## src/rtl/verilog_task_triangle_pkg.sv

```systemverilog
// Shared types and default constants for the triangle-wave generator and its prescaler.
package verilog_task_triangle_pkg;

    typedef enum logic {
        UP   = 1'b0,
        DOWN = 1'b1
    } dir_e;

    localparam int DEF_DATA_WIDTH = 12;
    localparam int DEF_MIN_VAL    = 0;
    localparam int DEF_MAX_VAL    = 4095;
    localparam int DEF_STEP       = 1;
    localparam int DEF_CLK_DIV    = 1;

    // Counter width for a 0..n-1 counter. It is never narrower than one bit.
    function automatic int cnt_width(input int n);
        return (n > 1) ? $clog2(n) : 1;
    endfunction

endpackage

```

## src/rtl/verilog_task_tick_gen.sv

```systemverilog
// Update prescaler: counts 0..CLK_DIV-1 and pulses tick_o during the last count.
module verilog_task_tick_gen
    import verilog_task_triangle_pkg::*;
#(
    parameter int CLK_DIV = DEF_CLK_DIV
) (
    input  logic ref_clk,
    input  logic rstn,
    output logic tick_o
);

    localparam int CW = cnt_width(CLK_DIV);
    localparam logic [CW-1:0] LAST = CW'(CLK_DIV - 1);

    logic [CW-1:0] cnt_q, cnt_d;

    always_comb begin
        tick_o = (cnt_q == LAST);
        cnt_d  = tick_o ? '0 : cnt_q + 1'b1;
    end

    // NOTE: state registers use non-blocking assignments so every flop samples pre-edge values.
    always_ff @(posedge ref_clk or posedge rstn) begin
        if (rstn) cnt_q <= '0;
        else      cnt_q <= cnt_d;
    end

endmodule

```

## src/rtl/verilog_task_triangle_gen.sv

```systemverilog
// Free-running triangle-wave generator that ramps MIN_VAL..MAX_VAL..MIN_VAL.
// Define VERILOG_TASK_TRIANGLE_PRESCALER_EN to update only once every CLK_DIV cycles.
module verilog_task_triangle_gen
    import verilog_task_triangle_pkg::*;
#(
    parameter int DATA_WIDTH = DEF_DATA_WIDTH,
    parameter int MIN_VAL    = DEF_MIN_VAL,
    parameter int MAX_VAL    = DEF_MAX_VAL,
    parameter int STEP       = DEF_STEP,
    parameter int CLK_DIV    = DEF_CLK_DIV
) (
    input  logic                  ref_clk,
    input  logic                  rstn,
    output logic [DATA_WIDTH-1:0] triangle_wave
);

    generate
        if (MAX_VAL <= MIN_VAL || STEP < 1 || STEP > MAX_VAL - MIN_VAL || CLK_DIV < 1 ||
            64'(MAX_VAL) >= (64'd1 << DATA_WIDTH)) begin : g_bad_params
            $fatal(1, "verilog_task_triangle_gen: illegal parameter combination");
        end
    endgenerate

    localparam logic [DATA_WIDTH-1:0] MIN_W      = DATA_WIDTH'(MIN_VAL);
    localparam logic [DATA_WIDTH-1:0] MAX_W      = DATA_WIDTH'(MAX_VAL);
    localparam logic [DATA_WIDTH-1:0] STEP_W     = DATA_WIDTH'(STEP);
    localparam logic [DATA_WIDTH:0]   MAX_X      = (DATA_WIDTH + 1)'(MAX_VAL);
    localparam logic [DATA_WIDTH:0]   STEP_X     = (DATA_WIDTH + 1)'(STEP);
    localparam logic [DATA_WIDTH:0]   FLOOR_TRIG = (DATA_WIDTH + 1)'(MIN_VAL + STEP);

    logic                  tick;
    logic [DATA_WIDTH-1:0] sample_q, sample_d;
    logic [DATA_WIDTH:0]   sum;
    dir_e                  dir_q, dir_d;

`ifdef VERILOG_TASK_TRIANGLE_PRESCALER_EN
    verilog_task_tick_gen #(
        .CLK_DIV (CLK_DIV)
    ) u_tick_gen (
        .ref_clk (ref_clk),
        .rstn    (rstn),
        .tick_o  (tick)
    );
`else
    assign tick = 1'b1;
`endif

    // NOTE: every output of this block gets a default first, so no path can infer a latch.
    always_comb begin
        sample_d = sample_q;
        dir_d    = dir_q;
        sum      = {1'b0, sample_q} + STEP_X;
        if (tick) begin
            if (dir_q == UP) begin
                if (sum >= MAX_X) begin
                    sample_d = MAX_W;
                    dir_d    = DOWN;
                end else begin
                    sample_d = sum[DATA_WIDTH-1:0];
                end
            // Inclusive compare mirrors the ceiling, so the floor is hit once and never held twice.
            end else if ({1'b0, sample_q} <= FLOOR_TRIG) begin
                sample_d = MIN_W;
                dir_d    = UP;
            end else begin
                sample_d = sample_q - STEP_W;
            end
        end
    end

    always_ff @(posedge ref_clk or posedge rstn) begin
        if (rstn) begin
            sample_q <= MIN_W;
            dir_q    <= UP;
        end else begin
            sample_q <= sample_d;
            dir_q    <= dir_d;
        end
    end

    assign triangle_wave = sample_q;

endmodule

```

## config.mk

```make
export PLATFORM = sky130hd
export DESIGN_NAME = verilog_task_triangle_gen
export DESIGN_NICKNAME = d
export VERILOG_FILES = /design/src/rtl/verilog_task_triangle_pkg.sv /design/src/rtl/verilog_task_tick_gen.sv /design/src/rtl/verilog_task_triangle_gen.sv
export SDC_FILE = /design/constraint.sdc
export NUM_CORES = 1
export LEC_CHECK = 0
export BUFFER_PORTS_ARGS = -buffer_cell sky130_fd_sc_hd__buf_2
export CAP_MARGIN = 20
export CORE_MARGIN = 4
export CORE_UTILIZATION = 57
export DETAILED_ROUTE_END_ITERATION = 7
export GPL_ROUTABILITY_DRIVEN = 0
export GPL_TIMING_DRIVEN = 0
export PLACE_DENSITY = 0.88
export SYNTH_ARGS = -nofsm -noshare
export SYNTH_HDL_FRONTEND = slang
export SYNTH_SLANG_ARGS = --single-unit
```

## constraint.sdc

```tcl
create_clock -name ref_clk -period 2.4 [get_ports ref_clk]
set_input_delay 0 -clock ref_clk [delete_from_list [all_inputs] [get_ports ref_clk]]
set_output_delay 0 -clock ref_clk [all_outputs]
set_load 0.05 [all_outputs]
```

## Yosys cells after proc, flatten, opt, wreduce, memory -nomap -nowiden

Cells that the tools add are included.

| storage, ports and cells | value |
|---|---|
| word-level logic and storage cells | 12 |
| output and inout port bits | 12 |
| register bits | 13 |

| cells by class | value |
|---|---|
| $lt $le $gt $ge | 2 |
| $add $sub $neg | 2 |
| multiplexer cells | 6 |

Operators by type and width:

| operator | number |
|---|---|
| 12-bit two-way mux | 3 |
| 12-bit by 1-bit adder with 13-bit output (second input constant) | 1 |
| 13-bit by 12-bit greater-or-equal comparator with 1-bit output (second input constant) | 1 |
| 12-bit by 1-bit less-or-equal comparator with 1-bit output (second input constant) | 1 |
| 12-bit by 1-bit subtractor with 12-bit output (second input constant) | 1 |
| 1-bit two-way mux | 3 |

## Longest topological paths before layout

| depth | value |
|---|---|
| word-level depth | 4 |
| gate-level depth with buffers | 8 |
| gate-level depth less buffers | 8 |

## Worst setup path after synthesis

OpenSTA, ideal clock, no wires.

| timing | value |
|---|---|
| path kind | register to register |
| start | register sample_q[1] (netlist: triangle_wave[1]) |
| end | register sample_q[9] (netlist: triangle_wave[9]) |
| required time | 2314 ps |
| slack | 39 ps |
| arrival | 2275 ps |
| cell stages (with the launch flop) | 7 |
| cell sequence | dfrtp_1 > ha_1 > nand2_1 > or4_1 > nor2b_1 > and2_1 > a32oi_1 |

| on the way | value |
|---|---|
| cells in the longest elaborated chain, start to end | 4 |
| elaborated cells on any way between the ends | 7 |
| classes of those cells | add/sub (2); order compare (2); mux (3) |

Ends and longest elaborated chain:

| what | line | source |
|---|---|---|
| from (decl) | verilog_task_triangle_gen.sv:32 | `logic [DATA_WIDTH-1:0] sample_q, sample_d;` |
| from (signal assigned) | verilog_task_triangle_gen.sv:76 | `sample_q <= sample_d;` |
| 12-bit by 1-bit adder with 13-bit output | verilog_task_triangle_gen.sv:52 | `sum = {1'b0, sample_q} + STEP_X;` |
| 13-bit by 12-bit greater-or-equal comparator with 1-bit output | verilog_task_triangle_gen.sv:55 | `if (sum >= MAX_X) begin` |
| 12-bit two-way mux | verilog_task_triangle_gen.sv:55 |  |
| 12-bit two-way mux * | verilog_task_triangle_gen.sv:54 | `if (dir_q == UP) begin` |
| net sample_d[9] | verilog_task_triangle_gen.sv:32 |  |

Mark *: on every way through the listed nets, which the timed path passes. The rest lies on a longest branch.

## Final worst setup path

| timing | value |
|---|---|
| start | register sample_q[1] (netlist: triangle_wave[1]) |
| end | register sample_q[1] (netlist: triangle_wave[1]) |

The elaborated chain is that of the path after synthesis.

==> summary.md <==
| Metric | Value |
|---|---|
| Iter 0 DRT Violations | 97 |
| Mapped Area | 0.001121 mm^2 |
| Clk buf depth | 2 |
| Max-cap violation count | 0 |
| Worst-margin pin slew | 0.5507 ns |
| Initial Util | 62.22% |
| Residual DRC | 0 |
| Worst reg2reg endpoint | triangle_wave[1]$_DFF_PP0_ |
| Total overflow reported by the global router | 0 |
| Sink Count | 13 |
| Pre-CTS WS | 0.07144 ns |
| Post-synth cell types | 42 |
| Remaining antenna violation count | 0 |
| Startpoint types | flop |
| R2R cell count | 6 |
| Most used DFF post-synth | dfrtp_1 |
| Skew final | 0.002653 ns |
| Placed cell count | 183 |
| Critical-path top delay cell | or4_1 |
| Unrepaired setup endpoints after global routing | false |
| Area grow syn2layout | 12.28% |
| All-Layer GR Usage | 23.87% |
| ANT cells | 0 |
| Yosys reg bits | 13 |
| Pin count of the biggest net entering global routing | 14 |
| Skew-Pair Late Insertion Delay | 0.29 ns |
| Initial antenna violation count | 0 |
| Post-route minimum period | 2.273 ns |
| TritonCTS Buffers | 3 |
| Post-synth ARST share | 100.0% |
| Non-Filler Instances | 188 |
| Reg2reg setup slack | 0.13 ns |
| Worst Hold Class | in -> async |
| Achievable Freq | 0.4400 GHz |
| Final hold vios | 0 |
| Layout cell share with drive strength beyond 1 | 19.02% |
| Pleak | 0.5446 nW |
| Crit path capture type | flop |
| Vias in the first global route | 1,044 |
| Final core occ | 69.86% |
| Vias | 1,162 |
| Root Driver | clkbuf_4 |
| Fin nets | 170 |
| R2R Path Start | triangle_wave[1]$_DFF_PP0_ |
| Cells after synthesis | 145 |
| Post-CTS Setup Bufs | 0 |
| Row count | 15 |
| Post-synth EDFFs | 0 |
| Cell Pwr Density | 300.4 mW/mm^2 |
| Critical path arrival | 2.49 ns |
| Post-route setup slack | 0.1272 ns |
| Die H | 52.35 um |
| Detailed Route WL | 2873 um |
| Fin Hold WS | 0.2880 ns |
| Port bufs | 13 |
| Die area | 0.002741 mm^2 |
| Setup violators final | 0 |
| First-pass GRT wire length | 4788 um |
| Fillers | 161 |
| CTS tree | built |
| Vias per cell | 6.181 |
| Outcome | finished clean |
| Yosys warns | 0 |
| Peak VDD IR | 221.6 uV |
| Final Slew Violations | 0 |
| Final worst-path cycle share | 94.70% |
| Worst rel slew slack | 63.25% |
| Crit Path Max Fanout | 9 |
| Type of the worst setup path | reg -> reg |
| TNS Setup | 0 ns |
| Routed wire per std cell | 15.28 um |
| Crit path largest cell delay | 0.64 ns |
| Pre-antenna DRT Iters | 5 |
| Core area | 0.001802 mm^2 |
| Register area share after synthesis | 29.02% |
| Critical Path RT | 2.61 ns |
| Die width | 52.35 um |
| Cell Chain, Critical Path | ha_2, nand2_1, or4_1, nor2b_1, and2_1, a21oi_1 |
| Synth Area per Inst | 7.732 um^2 |
| # H-tree levels | 1 |
| IO Count | 14 |
| Syn nets | 151 |
| Post-DP HPWL | 2108 um |
| Clk slew on worst S/H paths | 0.09 ns |
-- worst max-delay path, delay by kind of cell, from the launching register on --
family	cells	cell delay, ns
flops	1	0.45
compound gates	1	0.18
simple gates	4	1.30
fa+ha+maj	1	0.27
-- timing repair --
| item | 4_1_cts | 5_1_grt |
|---|---|---|
| gates resized for setup | 0 | 3 |
| endpoints found under the hold margin | 13 | 0 |
| endpoints found under the setup margin | 0 | 8 |
| hold buffers | 1 | 0 |
-- stage by stage --
stage / cell area (um^2) / power [mW]
floorplan: 1121 / 0.2265
global placement: 1217 / 0.2286
detailed placement: 1217 / 0.2289
CTS: 1254 / 0.3689
global route: 1259 / 0.3842
finish: 1259 / 0.3781
-- routing by layer --
| layer | GRT usage (%) | wire length (um) | up-vias |
|---|---|---|---|
| met5 | 0 | 0 | - |
| met2 | 36.78 | 1322 | 76 |
| li1 | - | - | 553 |
| met1 | 32.62 | 1208 | 524 |
| met4 | 10.64 | 66 | 0 |
| met3 | 3.704 | 275 | 9 |
-- cell type report --
cell class	instances	area, um^2	share of cell area [%]
multi-input combinational	115	716.9	56.96
sequential	13	327.8	26.04
timing repair buffer	14	75.07	5.964
buffer	9	51.30	4.076
tap	25	31.28	2.485
inverter	8	30.03	2.386
clock buffer	4	26.28	2.087
-- placed cells by master (no fill, tap or decap), types with 2 or more instances in the layout --
master	n
or3_1	4
nor4_1	3
a31oi_1	5
clkbuf_1	6
o211ai_1	2
a21oi_1	11
o21bai_1	2
dfrtp_1	11
nand2b_1	3
and2_1	4
nand3_1	5
o22ai_1	2
buf_2	15
inv_1	8
and3_1	4
nor2_1	12
buf_6	2
dfrtp_2	2
o21ai_0	6
nor3_1	3
or2_2	3
clkbuf_4	3
nand2_1	16
nand4_1	4
xnor2_1	4
ha_1	3
-- worst max-delay path by stage --
stage	endpoint	cells after the start	startpoint	slack, ns
2_1_floorplan	triangle_wave[9]$_DFF_PP0_	6	triangle_wave[1]$_DFF_PP0_	0.04
3_3_place_gp	triangle_wave[9]$_DFF_PP0_	6	triangle_wave[1]$_DFF_PP0_	0.12
3_5_place_dp	triangle_wave[1]$_DFF_PP0_	6	triangle_wave[1]$_DFF_PP0_	0.07
4_1_cts	triangle_wave[1]$_DFF_PP0_	6	triangle_wave[1]$_DFF_PP0_	0.04
5_1_grt	triangle_wave[1]$_DFF_PP0_	6	triangle_wave[1]$_DFF_PP0_	0.005
6_report	triangle_wave[1]$_DFF_PP0_	6	triangle_wave[1]$_DFF_PP0_	0.13
-- cells by family after synthesis --
group | after synthesis | share of synthesized area, %
and+or+nand+nor | 71 | 35.83
AOI/OAI and AO/OA | 35 | 19.53
buffers and inverters | 17 | 7.255
DFF | 13 | 29.02
xor gates and xnor gates | 5 | 3.906
adders and majority gates | 4 | 4.464
-- power breakdown --
group / total, mW / internal [mW] / switching [mW] / leakage (nW)
sequential: 0.219 / 0.219 / 0 / 0.165
clock: 0.153 / 0.0647 / 0.0879 / 0.0150
combinational: 0.00664 / 0.00172 / 0.00492 / 0.364
total: 0.378 / 0.285 / 0.0929 / 0.545
-- state kept, by name, summed over array words and instances (netlist names) --
register,cells
dir_q,1
triangle_wave,12
-- Yosys cell counts, types with 2 or more instances --
cell	count	share of area [%]
clkbuf_1	5	1.7
nand2_1	16	5.4
inv_1	8	2.7
o21bai_1	2	1.3
nand3_1	5	2.2
a21oi_1	11	4.9
and2_1	4	2.2
buf_2	2	0.89
o22ai_1	2	1.1
nor3_1	3	1.3
a31oi_1	5	2.8
nand4_1	4	2.2
or2_2	3	1.7
and3_1	4	2.2
or3_1	4	2.2
o21ai_0	6	2.7
buf_6	2	2.0
dfrtp_1	13	29
xnor2_1	4	3.1
o211ai_1	2	1.3
nor4_1	3	1.7
nor2_1	12	4.0
ha_1	4	4.5
nand2b_1	3	1.7
No activity file was read; power rests on OpenSTA's default activity.
